--- src/rtl/decoder_3to8_stream.sv ---
// Streaming 3-to-8 decoder: a 2-entry FIFO of codes with valid/ready on both sides,
// a one-hot view of the head entry, and a sticky mask of every delivered word.
module decoder_3to8_stream (
  input  logic       clk,
  input  logic       rst,
  input  logic [2:0] in_code,
  input  logic       in_valid,
  output logic       in_ready,
  output logic [7:0] out_onehot,
  output logic       out_valid,
  input  logic       out_ready,
  input  logic       clr_seen,
  output logic [7:0] seen_mask,
  output logic [1:0] occupancy
);

  localparam logic [1:0] EMPTY = 2'd0;
  localparam logic [1:0] ONE   = 2'd1;
  localparam logic [1:0] FULL  = 2'd2;

  logic [1:0] state, state_next;
  logic [2:0] mem [2];
  logic       wr_ptr, rd_ptr;
  logic       accept, deliver;
  logic [2:0] head_code;

  assign head_code  = mem[rd_ptr];
  assign in_ready   = (state != FULL) && !rst;
  assign out_valid  = (state != EMPTY);
  assign out_onehot = out_valid ? (8'b1 << head_code) : 8'h00;
  assign occupancy  = state;

  assign accept  = in_valid && in_ready;
  assign deliver = out_valid && out_ready;

  // NOTE: every signal written in always_comb gets a default first, so no latch is inferred.
  always_comb begin
    state_next = state;
    case (state)
      EMPTY:   if (accept) state_next = ONE;
      ONE: begin
        if (accept && !deliver)      state_next = FULL;
        else if (deliver && !accept) state_next = EMPTY;
      end
      FULL:    if (deliver) state_next = ONE;
      default: state_next = EMPTY;
    endcase
  end

  // NOTE: sequential state uses non-blocking assignments so all registers update together.
  always_ff @(posedge clk) begin
    if (rst) begin
      state     <= EMPTY;
      wr_ptr    <= 1'b0;
      rd_ptr    <= 1'b0;
      seen_mask <= 8'h00;
    end else begin
      state <= state_next;
      if (accept)  wr_ptr <= ~wr_ptr;
      if (deliver) rd_ptr <= ~rd_ptr;
      // Clear takes priority, then the word delivered on this edge is folded in.
      if (clr_seen)     seen_mask <= deliver ? out_onehot : 8'h00;
      else if (deliver) seen_mask <= seen_mask | out_onehot;
    end
  end

  // NOTE: the code storage has no reset; out_valid masks it until a code is written.
  always_ff @(posedge clk) begin
    if (accept) mem[wr_ptr] <= in_code;
  end

endmodule

--- config.mk ---
export PLATFORM = sky130hd
export DESIGN_NAME = decoder_3to8_stream
export DESIGN_NICKNAME = d
export VERILOG_FILES = /design/src/rtl/decoder_3to8_stream.sv
export SDC_FILE = /design/constraint.sdc
export NUM_CORES = 1
export LEC_CHECK = 0
export CORE_AREA = 3 3 53 51
export DETAILED_ROUTE_END_ITERATION = 7
export DIE_AREA = 0 0 56 54
export GPL_TIMING_DRIVEN = 0
export PLACE_DENSITY_LB_ADDON = 0.1
export SYNTH_ARGS = -nofsm -noshare
export SYNTH_HDL_FRONTEND = slang
export SYNTH_SLANG_ARGS = --single-unit
--- constraint.sdc ---
create_clock -name clk -period 2.65 [get_ports clk]
set_input_delay 0.3975 -clock clk [delete_from_list [all_inputs] [get_ports clk]]
set_output_delay 0.3975 -clock clk [all_outputs]
set_load 0.05 [all_outputs]
==> impl_metrics.yaml <==
status:
  status: "finished, final reports clean"
flow_run:
  drv_cap: 0
power:
  finalPower_mw: 0.5989
  power_density_nw_per_um2: 498.6
  ir_worst_vdd_mv: 0.3034
  p_leak_nw: 0.4984
min_path:
  hold_depth: 1
  hold_start: "seen_mask[5]"
  whs_endpoint: "seen_mask[5]"
  hold_path.class: "flop to flop"
floorplanning:
  start_util_pct: 39.81
  die_h_um: 54
  dieArea_um2: 3024
  row_count: 16
  die_width_um: 56
  ios: 28
  design.core.area_um2: 2162
final_layout:
  multi_input_area_um2: 389.1
  finalInstanceArea_um2: 1201
  n_fill_cell: 209
  mostFrequentLayoutCells: "clkdlybuf4s50_1 (23), nor2_1 (13), dfxtp_1 (13)"
  n_antenna_cell: 0
  area_growth_pct: 39.53
  nets: 121
  regArea_um2: 440.4
  final_common_cell: "clkdlybuf4s50_1"
  drive_above_1_share_pct: 9.821
critical_path:
  r2r_end: "mem[0][2]"
  cpPeakStageDelay_ps: 800
  r2r-start: "occupancy[0]"
  r2r_slack_ps: 1270
  path_cells: "buf_1 > o32a_1 > nor2_1 > clkdlybuf4s50_1"
  cp-end-kind: "output pin"
  critical_path_class: "flop to output pin"
  crit_slowest_cell: "clkdlybuf4s50_1"
  r2r_cells: 2
  required_ps: 2250
  worstPathArrival_ps: 2090
  cp_max_fo: 8
  critPathLaunchType: "flop"
timing:
  period_minus_slack_ps: 2492
  worst_pin_slew_ps: 511.3
  fin_crit_sh_pct: 94.04
  setup_viol: 0
  hold_viol_final: 0
  skew_ps: 1.521
  fmax_ghz: 0.4013
  maxSlewHeadroom_pct: 65.86
  rsz0062_at_grt: "no"
  slew_viol_final: 0
  fin_tns_setup_ps: 0
  hold_slack_ps: 490.1
route:
  final_antenna_net_count: 0
  wl_per_cell_um: 12.37
  drc_errors: 0
  routed_wl_um: 1720
  vias: 726
  firstDrtPassIters: 4
  vias_per_cell: 5.223
  drt_iter0_markers: 9
yosys:
  syn-num-nets: 89
  synth_cell_types: 35
  synth_top_area_cell: "dfxtp_1"
  avgSynthCellArea_um2: 10.63
  synth_top_area_share_pct: 30.23
  synthCells: 81
  syn_area_um2: 860.8
  synthTopCellsByArea: "dfxtp_1 (30%), edfxtp_1 (21%), a22o_1 (9.2%)"
  yosys_warnings: 0
  synth-seq-cells: 19
  synth-seq-area-share_pct: 51.16
global_routing:
  grt_pass1_wl_um: 2787
  met3_usage_pct: 3.597
  grt_overflow: 0
  use_met1_pct: 13.46
  track_usage_pct: 12.22
  antenna_found_initial: 0
  grt.busiest_layer: "met2"
  gr-usage-met2_pct: 21.40
  grt_pass1_vias: 669
  grt_max_degree: 11
clocking:
  clock-sinks: 19
  cts_buffer_depth: 2
  clock_latency_ps: 280
  h-tree-depth: 1
  cts-hold-fix-buffers: 0
  cts_inserted_buffers: 3
  cts_tree: "built"
  clk_pin_slew_ps: 90
  root_buffer: "clkbuf_4"
place:
  place.gp.congestion: 0.7050
  hpwl_um: 1310
  portBuffers: 27
  dpl_cell_area_um2: 1165
[state kept, by name, indices dropped and copies added, names as in the netlist, named ones only]
register / flops
seen_mask: 8
wr_ptr: 1
occupancy: 2
rd_ptr: 1
mem: 6
[worst max-delay path: cells and delay by family (launching register included)]
kind                   cells  cell delay [ps]
AND/OR/NAND/NOR            1              100
buffers and inverters      2              990
flip-flops                 1              380
AO/OA/AOI/OAI              1              330
[report_power, final]
group / internal (mW) / switching (mW)
logic: 0.0558 / 0.0864
clock network: 0.0584 / 0.0761
registers: 0.312 / 0.00985
total: 0.427 / 0.172
[how the worst max path moves through the flow]
stage          cells past startpoint       endpoint          from  slack [ps]
2_1_floorplan                      3  out_onehot[0]  occupancy[1]         300
4_1_cts                            5  out_onehot[0]          flop          50
3_5_place_dp                       4       in_ready           rst         240
6_report                           4  out_onehot[4]     mem[0][1]         160
3_3_place_gp                       4       in_ready           rst         260
5_1_grt                            4  out_onehot[4]     mem[0][1]          40
[kinds of logic after synthesis]
logic type                share of synthesized area, %
DFF                                              51.16
xor gates and xnor gates                         1.018
AOI/OAI and AO/OA                                20.06
muxes                                            3.634
buffers and inverters                            3.633
and+or+nand+nor                                  20.50
[synthesized netlist by cell type]
library cell / count
o21ai_2: 1
nor2b_1: 2
clkbuf_1: 1
a21oi_1: 2
nor3_2: 1
a32o_1: 1
inv_1: 2
nor3_1: 1
and2b_1: 2
nor3_4: 1
nor2_1: 13
edfxtp_1: 6
o22a_1: 1
buf_6: 1
nand2_1: 3
dfxtp_1: 13
a32oi_1: 1
or2_2: 1
o32ai_1: 1
o32a_1: 1
a22o_1: 9
o22ai_1: 1
nor3b_1: 1
mux2_2: 1
o211ai_1: 1
or3_1: 1
and3_1: 1
nand2b_1: 3
mux2i_1: 2
xor2_1: 1
nor4_2: 1
o31ai_1: 1
buf_2: 1
a22oi_1: 1
buf_1: 1
[metrics by stage]
| stage | instances | setup WS [ps] | util, % |
|---|---|---|---|
| floorplan | 81 | 300.3 | - |
| global placement | 135 | 262.7 | 53.88 |
| detailed placement | 135 | 239.2 | 53.88 |
| CTS | 139 | 48.71 | 55.09 |
| global route | 139 | 39.08 | 55.56 |
| finish | 139 | 158.0 | 55.56 |
[repair_timing]
item,4_1_cts,5_1_grt
setup buffers,0,0
setup endpoints to repair,0,4
resized for setup,0,4
endpoints found under the hold margin,0,0
[cell type report]
class                           count  area share [%]
Sequential cell                    19           36.67
Buffer                              4           1.979
Tap cell                           27           2.813
Clock buffer                        4           2.188
Multi-Input combinational cell     56           32.40
Inverter                            2          0.6250
Timing Repair Buffer               27           23.33
[per-layer routing]
layer  vias to the layer above  part of all wire, %  wire length, um
met1                       333                   46              792
met5                         -                    0                0
li1                        364                    -                -
met2                        24                   46              785
met3                         5                  6.3              109
met4                         0                  1.9               32
Power figures use the tool's default switching activity.
